==> src/rtl/core_pkg.sv <==
// Shared core types and constants used by the fetch stage and its buffer.
package core_pkg;

    localparam int          OPCODE_W         = 7;
    localparam logic [31:0] NOP_INSTR        = 32'h0000_0013;
    localparam logic [31:0] RESET_PC_DEFAULT = 32'h0000_0000;

    // One buffered fetch result: the word and the address it came from.
    typedef struct packed {
        logic [31:0] pc;
        logic [31:0] instr;
    } fetch_entry_t;

    // Major opcode field as seen by the control decoder.
    function automatic logic [OPCODE_W-1:0] opcode_of(input logic [31:0] instr);
        return instr[OPCODE_W-1:0];
    endfunction

endpackage

==> src/rtl/fetch_fifo.sv <==
// Small synchronous FIFO of fetch entries with flush, occupancy count and
// asynchronous active-high reset. Flush wins over push/pop in the same cycle.
module fetch_fifo
    import core_pkg::*;
#(
    parameter int DEPTH = 2,
    localparam int CW = $clog2(DEPTH + 1),
    localparam int AW = (DEPTH > 1) ? $clog2(DEPTH) : 1
) (
    input  logic         clk,
    input  logic         rst,
    input  logic         push,
    input  fetch_entry_t push_data,
    input  logic         pop,
    input  logic         flush,
    output fetch_entry_t head,
    output logic [CW-1:0] count,
    output logic         full,
    output logic         empty
);

    fetch_entry_t  mem [DEPTH];
    logic [AW-1:0] rd_ptr;
    logic [AW-1:0] wr_ptr;
    logic          do_push;
    logic          do_pop;

    function automatic logic [AW-1:0] next_ptr(input logic [AW-1:0] p);
        return (p == AW'(DEPTH - 1)) ? '0 : p + AW'(1);
    endfunction

    // Accept a push when there is room or the head leaves in the same cycle.
    always_comb begin
        full    = (count == CW'(DEPTH));
        empty   = (count == '0);
        do_pop  = pop && !empty;
        do_push = push && (!full || do_pop);
        head    = mem[rd_ptr];
    end

    // Pointer and occupancy update; flush empties the buffer in one cycle.
    always_ff @(posedge clk or posedge rst) begin
        if (rst) begin
            rd_ptr <= '0;
            wr_ptr <= '0;
            count  <= '0;
        end else if (flush) begin
            rd_ptr <= '0;
            wr_ptr <= '0;
            count  <= '0;
        end else begin
            if (do_push) wr_ptr <= next_ptr(wr_ptr);
            if (do_pop)  rd_ptr <= next_ptr(rd_ptr);
            count <= count + CW'(do_push) - CW'(do_pop);
        end
    end

    // Storage write; contents need no reset because count gates visibility.
    always_ff @(posedge clk) begin
        if (do_push && !flush) mem[wr_ptr] <= push_data;
    end

endmodule

==> src/rtl/fetch_unit.sv <==
// Instruction-fetch stage: owns the PC, issues in-order word fetches, buffers
// returned words and hands {pc, instr, opcode} to decode. Redirects from
// execute flush the buffer and drop every response still in flight.
// Optional build macro FETCH_BYPASS_EN: a kept response arriving while the
// buffer is empty is presented to decode in the same cycle.
//
// Handshakes: a transfer happens on a rising edge where valid && ready.
// valid never waits on ready; the fetch request (valid, addr) stays put while
// it is not accepted unless a redirect replaces it. Memory responses carry no
// ready and must always be taken.
module fetch_unit
    import core_pkg::*;
#(
    parameter logic [31:0] RESET_PC   = RESET_PC_DEFAULT,
    parameter int          FIFO_DEPTH = 2
) (
    input  logic                clk,
    input  logic                rst,
    output logic                imem_req_valid,
    input  logic                imem_req_ready,
    output logic [31:0]         imem_req_addr,
    input  logic                imem_rsp_valid,
    input  logic [31:0]         imem_rsp_data,
    input  logic                redirect_valid,
    input  logic [31:0]         redirect_pc,
    output logic                if_valid,
    input  logic                if_ready,
    output logic [31:0]         if_pc,
    output logic [31:0]         if_instr,
    output logic [OPCODE_W-1:0] if_opcode
);

    localparam int CW = $clog2(FIFO_DEPTH + 1);

    logic [31:0]   pc;
    logic [31:0]   rsp_pc;
    logic [CW-1:0] outstanding;
    logic [CW-1:0] drop_count;
    logic [CW-1:0] fifo_count;
    logic [CW:0]   credit_used;
    logic [31:0]   redirect_target;
    logic          req_fire;
    logic          rsp_keep;
    logic          bypass_hit;
    logic          fifo_push;
    logic          fifo_pop;
    logic          fifo_full;
    logic          fifo_empty;
    fetch_entry_t  fifo_head;
    fetch_entry_t  rsp_entry;

    fetch_fifo #(.DEPTH(FIFO_DEPTH)) u_fifo (
        .clk       (clk),
        .rst       (rst),
        .push      (fifo_push),
        .push_data (rsp_entry),
        .pop       (fifo_pop),
        .flush     (redirect_valid),
        .head      (fifo_head),
        .count     (fifo_count),
        .full      (fifo_full),
        .empty     (fifo_empty)
    );

    // Response filtering, credit check and decode-side presentation.
    always_comb begin
        redirect_target = {redirect_pc[31:2], 2'b00};
        // A response in the redirect cycle belongs to the old path too.
        rsp_keep  = imem_rsp_valid && (drop_count == '0) && !redirect_valid;
        rsp_entry = '{pc: rsp_pc, instr: imem_rsp_data};
`ifdef FETCH_BYPASS_EN
        bypass_hit = rsp_keep && fifo_empty;
`else
        bypass_hit = 1'b0;
`endif
        if_valid  = !rst && !redirect_valid && (!fifo_empty || bypass_hit);
        fifo_pop  = if_valid && if_ready && !fifo_empty;
        // Credits already reserve the slot; the full guard only protects
        // the buffer from a memory that returns more words than requested.
        fifo_push = rsp_keep && !(bypass_hit && if_ready) && (!fifo_full || fifo_pop);

        // Every in-flight request and buffered word holds one buffer slot.
        credit_used    = {1'b0, outstanding} + {1'b0, fifo_count} - (CW+1)'(fifo_pop);
        imem_req_valid = !rst && !redirect_valid && (credit_used < (CW+1)'(FIFO_DEPTH));
        imem_req_addr  = pc;
        req_fire       = imem_req_valid && imem_req_ready;

        if (!if_valid) begin
            if_pc    = '0;
            if_instr = NOP_INSTR;
        end else if (!fifo_empty) begin
            if_pc    = fifo_head.pc;
            if_instr = fifo_head.instr;
        end else begin
            if_pc    = rsp_entry.pc;
            if_instr = rsp_entry.instr;
        end
        if_opcode = opcode_of(if_instr);
    end

    // PC, response-PC tag, in-flight count and stale-response drop count.
    always_ff @(posedge clk or posedge rst) begin
        if (rst) begin
            pc          <= RESET_PC;
            rsp_pc      <= RESET_PC;
            outstanding <= '0;
            drop_count  <= '0;
        end else begin
            outstanding <= outstanding + CW'(req_fire) - CW'(imem_rsp_valid);
            if (redirect_valid) begin
                pc     <= redirect_target;
                rsp_pc <= redirect_target;
                // Every response still owed is stale now, including ones that
                // were already marked for dropping, so the count is reloaded
                // from the in-flight total rather than accumulated.
                drop_count <= outstanding - CW'(imem_rsp_valid);
            end else begin
                if (req_fire) pc <= pc + 32'd4;
                // Kept responses arrive in request order from a sequential
                // stream, so their PC is a running tag rather than a queue.
                if (rsp_keep) rsp_pc <= rsp_pc + 32'd4;
                if (imem_rsp_valid && (drop_count != '0)) drop_count <= drop_count - CW'(1);
            end
        end
    end

endmodule

==> config.mk <==
export PLATFORM = sky130hd
export DESIGN_NAME = fetch_unit
export DESIGN_NICKNAME = d
export VERILOG_FILES = /design/src/rtl/core_pkg.sv /design/src/rtl/fetch_fifo.sv /design/src/rtl/fetch_unit.sv
export SDC_FILE = /design/constraint.sdc
export NUM_CORES = 1
export LEC_CHECK = 0
export CORE_ASPECT_RATIO = 0.6
export CORE_MARGIN = 10
export CORE_UTILIZATION = 52
export DETAILED_ROUTE_END_ITERATION = 7
export HOLD_SLACK_MARGIN = 0.03
export PLACE_DENSITY = 0.83
export SLEW_MARGIN = 40
export SYNTH_ARGS = -nofsm -noshare
export SYNTH_HDL_FRONTEND = slang
export SYNTH_SLANG_ARGS = --single-unit
export TNS_END_PERCENT = 20
==> constraint.sdc <==
create_clock -name clk -period 8.45 [get_ports clk]
set_input_delay 1.69 -clock clk [delete_from_list [all_inputs] [get_ports clk]]
set_output_delay 1.69 -clock clk [all_outputs]
set_load 0.005 [all_outputs]
After elaboration in Yosys (flattened, before gate mapping)
Memories as Yosys holds them, arrays and structs flattened. Index checks and enable logic that the tools add are counted.

Register bits: 72. Bits in writable memories: 128. Input port bits: 70. Output and inout bits: 105. Memories: 1.

Memories: u_fifo.mem (words 2, width 64, read ports 1, clocked after memory_dff 0, write ports 1, RTL line fetch_fifo.sv:22) `fetch_entry_t mem [DEPTH];`.

Add/sub/neg operators: 12. $lt $le $gt $ge: 1. Equal/unequal tests: 1. Mux-type cells: 19. Reduce and logical (&&, ||, !) cells: 27.

Operators with widths (number): $mux W32 (8); $add A32 B3 Y32 const B (2); $logic_and A1 B1 Y1 (13); $reduce_bool A2 Y1 (6); $mux W1 (8); $mux W2 (3); $sub A2 B1 Y2 (3); $add A2 B1 Y2 (2); $logic_not A1 Y1 (4); $logic_not A2 Y1 (2); $add A2 B2 Y3 (1); $lt A3 B2 Y1 const B (1); $sub A3 B1 Y3 (1); $add A1 B1 Y1 const B (2); $eq A2 B2 Y1 const B (1); $logic_or A1 B1 Y1 (2); $sub A2 B1 Y2 const B (1).

Depth between registers and ports, before layout
Depth in word-level cells: 11. Depth in mapped cells: 19. Gate-level depth less buffers: 15.

Hierarchy
A second synthesis with hierarchy kept.

Cell total of the unflattened synthesis: 715. Area total of the unflattened synthesis: 9102.5 µm².

Modules (own cells, without submodules): fetch_fifo (instances 1, cells each 229, area each 4906.0 µm², sequential area each 3943.8 µm²); fetch_unit (instances 1, cells each 486, area each 4196.5 µm², sequential area each 1601.5 µm²).

Least setup slack after synthesis
Ideal clock, no wire load.

Path type: input -> register. Start: input port rst. End: register u_fifo.wr_ptr. Setup time: 0.111 ns. Arrival: 9.933 ns. Slack: -1.594 ns. Stages: 4. Cells stage by stage: inv_1 > a211oi_1 > nor4_1 > o21bai_1.

Cells in the longest elaborated chain, start to end: 9. Elaborated cells between the ends (all ways): 11. Classes of those cells: 11 x reduce/logical.

Ends and longest elaborated chain: start: declaration (RTL line fetch_unit.sv:18) `input logic rst,`; $logic_not A1 Y1 (no source line) *; $logic_and A1 B1 Y1 * (2 in series) (RTL line fetch_unit.sv:76) `if_valid = !rst && !redirect_valid && (!fifo_empty || bypass_hit);`; $logic_and A1 B1 Y1 * (2 in series) (RTL line fetch_unit.sv:77) `fifo_pop = if_valid && if_ready && !fifo_empty;`; $logic_or A1 B1 Y1 or $logic_and A1 B1 Y1 (tied branches) (RTL line fetch_unit.sv:80, fetch_fifo.sv:36); $logic_and A1 B1 Y1 or $logic_or A1 B1 Y1 (tied branches) (RTL line fetch_unit.sv:80, fetch_fifo.sv:37); $logic_and A1 B1 Y1 * (RTL line fetch_fifo.sv:37) `do_push = push && (!full || do_pop);`; $reduce_bool A2 Y1 (no source line) *; end signal: assignment (RTL line fetch_fifo.sv:52) `if (do_push) wr_ptr <= next_ptr(wr_ptr);`; end: declaration (RTL line fetch_fifo.sv:24) `logic [AW-1:0] wr_ptr;`.

Mark *: on every way between the ends. The rest lies on a longest branch, timed or not. A chain may end at the register's enable or synchronous reset.

Worst setup path after layout
Start: input port rst. End: output port imem_req_valid.

Cells in the longest elaborated chain, start to end: 8.

Ends and longest elaborated chain: $logic_not A1 Y1 (no source line) *; $logic_and A1 B1 Y1 * (RTL line fetch_unit.sv:76, fetch_unit.sv:84); $logic_and A1 B1 Y1 (RTL line fetch_unit.sv:76); $logic_and A1 B1 Y1 (2 in series) (RTL line fetch_unit.sv:77); $sub A3 B1 Y3 (RTL line fetch_unit.sv:83) `credit_used = {1'b0, outstanding} + {1'b0, fifo_count} - (CW+1)'(fifo_pop);`; $lt A3 B2 Y1 (RTL line fetch_unit.sv:84) `imem_req_valid = !rst && !redirect_valid && (credit_used < (CW+1)'(FIFO_DEPTH));`; $logic_and A1 B1 Y1 * (RTL line fetch_unit.sv:84); end: declaration (RTL line fetch_unit.sv:19) `output logic imem_req_valid,`.

Marked as above.

==> metrics <==
outcome complete, no violations; ranking of synthesized cells by area edfxtp_1 43%, dfrtp_1 20%, mux2i_1 7.5%; Post-synth ARST share 0.354; DP Area 10600 um2; row count 36; count of final hold-check violations 0; Crit. End Element output port; setup TNS 0 ns; Max rail drop VDD between 100 and 150 uV; R2R cell count 12; worst slew pin tran roughly 0.76 ns; top cell type's share of synthesized area 0.428; Syn Inst Count 730; vias in the first global route 6223; Final GP Congestion slightly above 0.9; starting density of the core 0.534; Die H 120 um; Seq/Total Area, Yosys 0.623; clock skew 0.0108 ns; crit path kind input port to output port; Clk Tree Root Cell clkbuf_16; cell count after placement around 1100; largest net degree at the start of global routing ~70; TritonCTS clock tree done; dpl hpwl 15500 um; TritonCTS Buffers 17; Worst-path clk slew 0.07 ns; Routed Antenna Nets 0; unrepaired setup endpoints after global routing no; Yosys Warn Count 0; Routed wire per std cell 19.4 um; crit start category input port; Area Growth Syn to Fin 27.6%; Remaining DRCs 0; # nets final between 900 and 1000; Resize count post-CTS 0; Via-to-Cell Ratio 5.62; final worst slack 2.45 ns; maxcap violations 0; CP Max Fanout 6; fin crit period 6.00 ns; Post-synth EDFFs 124; endpoints failing setup 0; Cells on Worst Hold Path 0; Post-synth top flop edfxtp_1; relative slew slack 0.496; fin area 11100 um2; CTS HTree Levels 4; Initial DRT Pass Iterations 6; power per cell area about 210 nW/um2; Synth cell types 42; clk_lat worst skew ~0.42 ns; Final period util 0.710; DRT Wirelength 21800 um; die span in x roughly 190 um; total grt overflow 0; 1st-iter DRT viols 719; share of layout cells above drive strength 1 0.0570; initial antenna violation count 0; Post-Syn Area per Cell 11.9 um2; Ant. Diodes 0; # IOs 175; clock sinks 192; Leak slightly below 0.004 uW; first-pass GRT wire length roughly 34000 um; core region area 16300 um2; Max Clock Freq 167 MHz; Final Max Tran Viols 0; CP arrival 4.31 ns; post-synth top area cell edfxtp_1; Tightest Hold Check Type flop to flop; required time of the critical path between 6 and 7 ns; Post-CTS Setup Inserts 0; clk buf depth 2; PortBufs 168; total global-route track usage 0.193; Non-Filler Instances between 1000 and 1500; DIE AREA around 22000 um2; Seq cells post-synth 192; synthesized area 8710 um2; Place WS 2.37 ns; CTS Hold Bufs 0; Vias roughly 6300
worst max-delay path: stages:
cell and delay (ns):
clkdlybuf4s50_1 0.54, nor2_4 0.06, o21ai_4 0.05, inv_1 0.11, and2_1 0.17, ha_1 0.26, nand2b_1 0.15, fa_1 0.38
xor2_1 0.20, and3_1 0.19, clkdlybuf4s50_1 0.50
layout by cell type (no fill, tap or decap), types with 6 or more instances in the layout:
cell,count
o311ai_0,10
clkbuf_16,17
edfxtp_1,124
and3_1,15
inv_1,19
dfrtp_1,67
clkdlybuf4s50_1,167
mux2i_1,65
and2_1,9
a21oi_1,8
nand4_1,24
o21ai_0,47
ha_1,10
xnor2_1,14
xor2_1,23
nand2_1,67
nor2_1,80
nor4_1,6
o211ai_1,12
nor3_1,12
nand3_1,32
state kept, by name (all words and copies together), names as in the netlist:
register,cells
u_fifo.wr_ptr,1
imem_req_addr,30
u_fifo.mem,124
drop_count,2
u_fifo.count,2
outstanding,2
u_fifo.rd_ptr,1
rsp_pc,30
cell usage after synthesis, types with 4 or more instances:
cell,n
o21ai_0,47
o311ai_0,10
mux2i_1,65
nor3_1,12
nand3_1,32
a21oi_1,8
and3_1,15
or4_1,5
clkbuf_1,23
xnor2_1,14
buf_4,12
nand4_1,24
mux2_2,4
o211ai_1,12
and2_1,10
dfrtp_1,68
xor2_1,23
and4_1,5
inv_1,20
ha_1,10
a31oi_1,4
edfxtp_1,124
nor2_1,81
nor4_1,7
buf_1,6
nand2_1,67
routing by layer:
| metal | vias to the layer above | GRT usage | part of all wire |
|---|---|---|---|
| met5 | - | 0 | 0 |
| met4 | 0 | 0.0502 | 0.010 |
| met3 | 25 | 0.0697 | 0.11 |
| met2 | 288 | 0.274 | 0.42 |
| met1 | 3047 | 0.274 | 0.46 |
| li1 | 2948 | - | - |
layout make-up:
type,instances,area [um2]
multi-input combinational,477,3030
clock inverter,13,120
timing repair buffer,174,1740
sequential,192,5430
tap,228,285
fill,1226,5200
clock buffer,18,429
inverter,21,78.8
report_power, final:
part	internal (uW)	switching, uW
Clock	387	363
Sequential	1110	84.8
Combinational	183	194
cell families after synthesis:
logic type | synth area share
and+or+nand+nor | 0.149
DFF | 0.623
AOI/OAI and AO/OA | 0.0602
muxes | 0.0799
buffers and inverters | 0.0338
xor gates and xnor gates | 0.0372
adders and majority gates | 0.0167
other | 0.000431
metrics by stage:
| step | power (uW) | hold slack, ns | utilization |
|---|---|---|---|
| detailed placement | 1580 | 0.504 | 0.647 |
| finish | 2320 | 0.511 | 0.681 |
| floorplan | 1400 | 0.463 | - |
| global placement | 1560 | 0.487 | 0.646 |
| CTS | 2330 | 0.522 | 0.681 |
| global route | 2420 | 0.544 | 0.681 |
worst paths after layout:
check	startpoint	to	slack (ns)
setup / recovery	rst	imem_req_valid	2.45
hold / removal	rsp_pc[31]	u_fifo.mem[0][63]	0.51
setup reg to reg	u_fifo.count[0]	imem_req_addr[26]	4.10
hold reg to reg	rsp_pc[31]	u_fifo.mem[0][63]	0.51
max in group asynchronous	rst	u_fifo.rd_ptr	6.14
min in group asynchronous	rst	imem_req_addr[3]	1.83
(Power assumes the default switching activity.)
